## config.mk

```make
export PLATFORM = sky130hd
export DESIGN_NAME = au_cnt_flat
export DESIGN_NICKNAME = d
export VERILOG_FILES = /design/src/rtl/au_cnt_if.sv /design/src/rtl/au_cnt.sv /design/src/flat_wrapper.sv
export SDC_FILE = /design/constraint.sdc
export NUM_CORES = 1
export LEC_CHECK = 0
export CAP_MARGIN = 20
export CELL_PAD_IN_SITES_DETAIL_PLACEMENT = 0
export CELL_PAD_IN_SITES_GLOBAL_PLACEMENT = 1
export CORE_MARGIN = 2
export CORE_UTILIZATION = 33
export DETAILED_ROUTE_END_ITERATION = 10
export PLACE_DENSITY = 0.78
export SLEW_MARGIN = 20
export SYNTH_ARGS = -nofsm -noshare
export SYNTH_HDL_FRONTEND = slang
export SYNTH_SLANG_ARGS = --single-unit
export TNS_END_PERCENT = 10
```

## constraint.sdc

```tcl
create_clock -name clk -period 2.4 [get_ports clk]
set_input_delay 0.6 -clock clk [delete_from_list [all_inputs] [get_ports clk]]
set_output_delay 0.6 -clock clk [all_outputs]
set_load 0.01 [all_outputs]
```

## src/rtl/au_cnt_if.sv

```systemverilog
// Control/status bundle for the au_cnt counter; master drives controls, slave is the counter.
interface au_cnt_if #(
  parameter int WIDTH = 8
);
  logic             clr;
  logic             ld;
  logic [WIDTH-1:0] ld_val;
  logic             en;
  logic             dn;
  logic [WIDTH-1:0] cnt;
  logic             at_max;
  logic             at_zero;
  logic             wrap;

  modport master (
    output clr, ld, ld_val, en, dn,
    input  cnt, at_max, at_zero, wrap
  );

  modport slave (
    input  clr, ld, ld_val, en, dn,
    output cnt, at_max, at_zero, wrap
  );
endinterface

```

## src/rtl/au_cnt.sv

```systemverilog
// Up/down modulo counter on a prefix-tree incrementer/decrementer with load, clear and wrap/saturate.
// Latency 1 cycle control->cnt/wrap, at_max/at_zero combinational from cnt; no backpressure, acts every enabled edge.
module au_cnt #(
  parameter int WIDTH = 8,
  parameter int ARCH  = 0,
  parameter int SAT   = 0,
  parameter int TOP   = 0
) (
  input logic   clk,
  input logic   rst_n,
  au_cnt_if.slave bus
);

  localparam longint unsigned FULL = (WIDTH >= 64) ? 64'hFFFF_FFFF_FFFF_FFFF
                                                   : ((64'd1 << WIDTH) - 64'd1);
  localparam logic [WIDTH-1:0] TOPV = (TOP == 0) ? {WIDTH{1'b1}} : WIDTH'(TOP);

  if ((WIDTH < 1) || (ARCH < 0) || (ARCH > 2) || ((SAT != 0) && (SAT != 1)) ||
      (TOP < 0) || (64'(TOP) > FULL)) begin : g_bad_param
    $fatal(1, "%m: illegal parameters WIDTH=%0d ARCH=%0d SAT=%0d TOP=%0d",
           WIDTH, ARCH, SAT, TOP);
  end

  // p[i] = &x[i:0]; the three networks differ only in depth/fanout, never in result.
  function automatic logic [WIDTH-1:0] prefix_and(input logic [WIDTH-1:0] x);
    logic [WIDTH-1:0] p;
    p = x;
    if (ARCH == 0) begin
      for (int i = 1; i < WIDTH; i++) p[i] = p[i] & p[i-1];
    end else if (ARCH == 1) begin
      for (int d = 1; d < WIDTH; d = d * 2) begin
        logic [WIDTH-1:0] q;
        q = p;
        for (int i = d; i < WIDTH; i++) p[i] = q[i] & q[i-d];
      end
    end else begin
      for (int d = 1; d < WIDTH; d = d * 2) begin
        for (int i = 0; i < WIDTH; i++) begin
          if ((i & d) != 0) p[i] = p[i] & p[(i / (2 * d)) * (2 * d) + d - 1];
        end
      end
    end
    return p;
  endfunction

  logic [WIDTH-1:0] cnt_q, cnt_d;
  logic [WIDTH-1:0] up_pre, dn_pre, inc_v, dec_v, ld_clamp;
  logic             wrap_q, wrap_d;
  logic             hit_max, hit_zero;

  assign hit_max  = (cnt_q == TOPV);
  assign hit_zero = (cnt_q == '0);

  // Bit i flips when every lower bit is 1 (up) or 0 (down).
  assign up_pre = prefix_and(cnt_q);
  assign dn_pre = prefix_and(~cnt_q);
  assign inc_v  = cnt_q ^ ((up_pre << 1) | WIDTH'(1));
  assign dec_v  = cnt_q ^ ((dn_pre << 1) | WIDTH'(1));

  assign ld_clamp = (bus.ld_val > TOPV) ? TOPV : bus.ld_val;

  always_comb begin
    cnt_d  = cnt_q;
    wrap_d = 1'b0;
    if (bus.clr) begin
      cnt_d = '0;
    end else if (bus.ld) begin
      cnt_d = ld_clamp;
    end else if (bus.en) begin
      if (!bus.dn) begin
        if (hit_max) begin
          cnt_d  = (SAT != 0) ? TOPV : '0;
          wrap_d = 1'b1;
        end else begin
          cnt_d = inc_v;
        end
      end else begin
        if (hit_zero) begin
          cnt_d  = (SAT != 0) ? '0 : TOPV;
          wrap_d = 1'b1;
        end else begin
          cnt_d = dec_v;
        end
      end
    end
  end

  always_ff @(posedge clk or negedge rst_n) begin
    if (!rst_n) begin
      cnt_q  <= '0;
      wrap_q <= 1'b0;
    end else begin
      cnt_q  <= cnt_d;
      wrap_q <= wrap_d;
    end
  end

  assign bus.cnt     = cnt_q;
  assign bus.at_max  = hit_max;
  assign bus.at_zero = hit_zero;
  assign bus.wrap    = wrap_q;

endmodule

```

## src/flat_wrapper.sv

```systemverilog
// flat-port wrapper written by rule: the top's interface ports become plain ports
module au_cnt_flat 
#(
  parameter int WIDTH = 8,
  parameter int ARCH  = 0,
  parameter int SAT   = 0,
  parameter int TOP   = 0
)
  (clk, rst_n, bus_clr, bus_ld, bus_ld_val, bus_en, bus_dn, bus_cnt, bus_at_max, bus_at_zero, bus_wrap);
  au_cnt_if #(.WIDTH(WIDTH)) bus_i ();
  input logic clk;
  input logic rst_n;
  input wire logic [$bits(bus_i.clr)-1:0] bus_clr;
  input wire logic [$bits(bus_i.ld)-1:0] bus_ld;
  input wire logic [$bits(bus_i.ld_val)-1:0] bus_ld_val;
  input wire logic [$bits(bus_i.en)-1:0] bus_en;
  input wire logic [$bits(bus_i.dn)-1:0] bus_dn;
  output wire logic [$bits(bus_i.cnt)-1:0] bus_cnt;
  output wire logic [$bits(bus_i.at_max)-1:0] bus_at_max;
  output wire logic [$bits(bus_i.at_zero)-1:0] bus_at_zero;
  output wire logic [$bits(bus_i.wrap)-1:0] bus_wrap;
  assign bus_i.clr = bus_clr;
  assign bus_i.ld = bus_ld;
  assign bus_i.ld_val = bus_ld_val;
  assign bus_i.en = bus_en;
  assign bus_i.dn = bus_dn;
  assign bus_cnt = bus_i.cnt;
  assign bus_at_max = bus_i.at_max;
  assign bus_at_zero = bus_i.at_zero;
  assign bus_wrap = bus_i.wrap;
  au_cnt #(.WIDTH(WIDTH), .ARCH(ARCH), .SAT(SAT), .TOP(TOP)) u_core (.clk(clk), .rst_n(rst_n), .bus(bus_i));
endmodule
```

==> impl_results.md <==
- Largest stage delay, worst path: 0.56 ns
- Die W: 53.5 um
- DRC viols: 0
- TritonCTS clock tree: done
- XOR/XNOR Fraction of Synth Area: 0.0109
- Outcome: complete, no violations
- DR WL/cell: 13.7 um
- R2R depth: 10
- CP max FO: 4
- Syn. warnings: 0
- Met2 WL: 1010 um
- Global route total overflow: 0
- Post-layout min period: 2.30 ns
- Core Rows: 17
- Count of final setup violators: 0
- Mean Syn Cell Area: 8.68 um^2
- Final worst-path cycle share: 0.957
- Leading area contributor after synthesis: dfrtp_1
- Flop2flop setup slack: 0.11 ns
- Initial antenna violation count: 0
- Max Cap Viol: 0
- Met3 wire length: 76 um
- Dominant synthesized flop cell: dfrtp_1
- Max Fclk: 435 MHz
- Footprint of the multi-input gates: 534 um^2
- Root Buffer: clkbuf_4
- Register area: 226 um^2
- PD cells: 425 nW/um^2
- Slew headroom: 0.511
- Fillers: 238
- First-pass GRT wire length: 3330 um
- Least-Margin Pin Slew: 0.728 ns
- Clk pin slew, worst setup/hold paths: 0.07 ns
- Mux cell area share after synthesis: 0.0124
- CP max-delay cell: clkdlybuf4s50_1
- Share of the synthesized area in the top cell type: 0.279
- Nets@finish: 151
- GP Congestion: 0.859
- Hpwl dp: 1620 um
- Sequential cell area fraction in the yosys report: 0.279
- Placed cell areas: 1100 um^2
- Cell breakdown of the critical path: ha_1, nand3_1, nor2_1, clkdlybuf4s50_1
- Largest family of logic cells by synthesized area: compound AO/OA/AOI/OAI gates
- DRT antenna net count: 0
- Sink Count: 9
- Vias post-DR: 802
- Clock Latency Late Sink: 0.26 ns
- Inst Count DP: 146
- Async SR Flop Fraction: 1.00
- Adder-cell share of the synthesized area: 0.186
- Port buffer count: 24
- Vert. Die Dim: 53.5 um
- Worst setup endpoint: bus_at_max
- Required @ worst endpoint: 1.80 ns
- CP startpoint: u_core.bus.cnt[0]
- Flops & latches, synth: 9
- Share of layout cells above drive strength 1: 0.121
- Leak pwr: 0.514 nW
- Post-synth EDFFs: 0
- Fin cells: 152
- Setup crit end kind: output pin
- Routed WL: 2080 um
- Top Metal Used: met4
- Final hold violation count: 0
- Capturing point of the worst reg2reg path: u_core.bus.cnt[7]
- Largest net degree at the start of global routing: 18
- Die Area: 2860 um^2
- Tot Pwr: 0.487 mW
- Post-synth net total: 119
- Num CTS Buffers: 3
- Wl on met1: 969 um
- Hold crit path type: reg2reg
- 1st-pass router iterations: 4
- Number of global-route vias before repair: 771
- Setup_tns: 0 ns
- Reg-to-reg startpoint: u_core.bus.cnt[0]
- Vias per inst: 5.28
- Initial core utilization: 0.358
- Library cells used by synthesis: 28
- Cell area after layout: 1140 um^2
- Setup CP Type: reg2out
- Simple-gate area share of the yosys netlist: 0.197
- Top Ports: 25
- Total Routing Usage GR: 0.163
- WP data arrival: 1.70 ns
- Startpoint Class: register
- Core area: 2250 um^2
- Compound-Gate Fraction of Synth Area: 0.256
- CTS max path bufs: 2
- Synth-to-Final Area Change: 41.7%
- DR iter-0 viols: 22
- Antenna cell count: 0
- Cells after Synth: 93
- Setup Skew: 0.00464 ns
- Largest cells by area after synthesis: dfrtp_1 28%, ha_1 19%, o21ai_0 6.8%, a32o_1 6.2%, nand2_1 5.1%
- Netlist Area Pre-Place: 807 um^2
- Final Slew Violations: 0
- Worst vdd ir: 0.223 mV
- RSZ-0062 raised after global routing: false
- H-tree levels: 1
[cells in the final DEF, fill, tap and decap left out, drive strengths merged]
cell,count
a211oi,1
a21bo,1
a21oi,7
a22o,1
a32o,5
a32oi,1
a41o,1
and2,1
buf,7
clkbuf,4
clkdlybuf4s50,23
dfrtp,9
dlygate4sd2,1
ha,12
inv,8
mux2i,1
nand2,11
nand2b,4
nand3,2
nand4,1
nor2,4
nor3,2
nor3b,1
nor4b,1
o21ai,11
o32ai,1
or2b,1
or3,1
xor2,1
[final cells by class]
class / instances / area share
flip-flops and latches: 9 / 0.198
clock buffers: 4 / 0.0230
well taps: 28 / 0.0306
multi-input cells: 72 / 0.467
repair buffers: 31 / 0.255
inverters: 8 / 0.0263
[synth_stat cells, types with 2 or more instances]
master / n
a21oi_1: 5
a21oi_2: 2
a32o_1: 5
buf_2: 2
clkbuf_1: 2
dfrtp_1: 9
ha_1: 12
inv_1: 8
nand2_1: 11
nand2b_1: 4
nand3_1: 2
nor2_1: 4
nor3_1: 2
o21ai_0: 11
[repair_timing]
| item | 4_1_cts | 5_1_grt |
|---|---|---|
| pin swaps | 0 | 0 |
| buffers inserted | 1 | 1 |
| hold buffers | 0 | 0 |
| resized for setup | 1 | 1 |
| endpoints found under the setup margin | 1 | 2 |
| hold endpoints to repair | 0 | 0 |
| cloned | 0 | 0 |
[state kept, by name (all words and copies together), names as in the netlist]
signal,cells
u_core.bus.cnt,8
u_core.bus.wrap,1
[per-layer routing]
metal / vias to the layer above / track usage
li1: 404 / -
met1: 375 / 0.203
met2: 21 / 0.267
met3: 2 / 0.0282
met4: 0 / 0.0769
met5: - / 0
[worst max-delay path: cells and delay by family, from the launching register on]
family        cells  cell delay, ns
buf+inv           1            0.56
flops             1            0.40
fa+ha+maj         1            0.20
simple gates      2            0.27
[worst min-delay path by stage]
| stage | slack (ns) | start | end | cells past startpoint |
|---|---|---|---|---|
| 6_report | 0.62 | u_core.bus.cnt[3] | u_core.bus.cnt[3] | 1 |
| 5_1_grt | 0.66 | u_core.bus.cnt[2] | u_core.bus.cnt[2] | 1 |
| 4_1_cts | 0.62 | u_core.bus.cnt[4] | u_core.bus.cnt[4] | 1 |
| 3_5_place_dp | 0.60 | u_core.bus.cnt[4] | u_core.bus.cnt[4] | 1 |
| 3_3_place_gp | 0.59 | u_core.bus.cnt[2] | u_core.bus.cnt[2] | 1 |
| 2_1_floorplan | 0.30 | rst_n | u_core.bus.cnt[0] | 0 |
[kinds of logic (layout without fill, tap and decap cells)]
logic type               after synthesis  after routing
flip-flops                             9              9
buffers and inverters                 12             43
multiplexers                           1              1
AND/OR/NAND/NOR                       29             29
adder cells (fa/ha/maj)               12             12
XOR/XNOR                               1              1
AO/OA/AOI/OAI                         29             29
[where the power goes]
group	switching (mW)	internal [mW]	total, mW
sequential	0.0194	0.163	0.183
clock	0.0580	0.0642	0.122
combinational	0.0808	0.101	0.182
total	0.158	0.328	0.487
[through the flow]
stage	hold WS (ns)	utilization	worst slack, ns
global route	0.655	0.507	0.00876
finish	0.623	0.507	0.103
CTS	0.625	0.503	0.0544
floorplan	0.304	-	0.248
global placement	0.594	0.489	0.0892
detailed placement	0.604	0.489	0.101
Note: power is estimated with default switching activity, not from simulation.
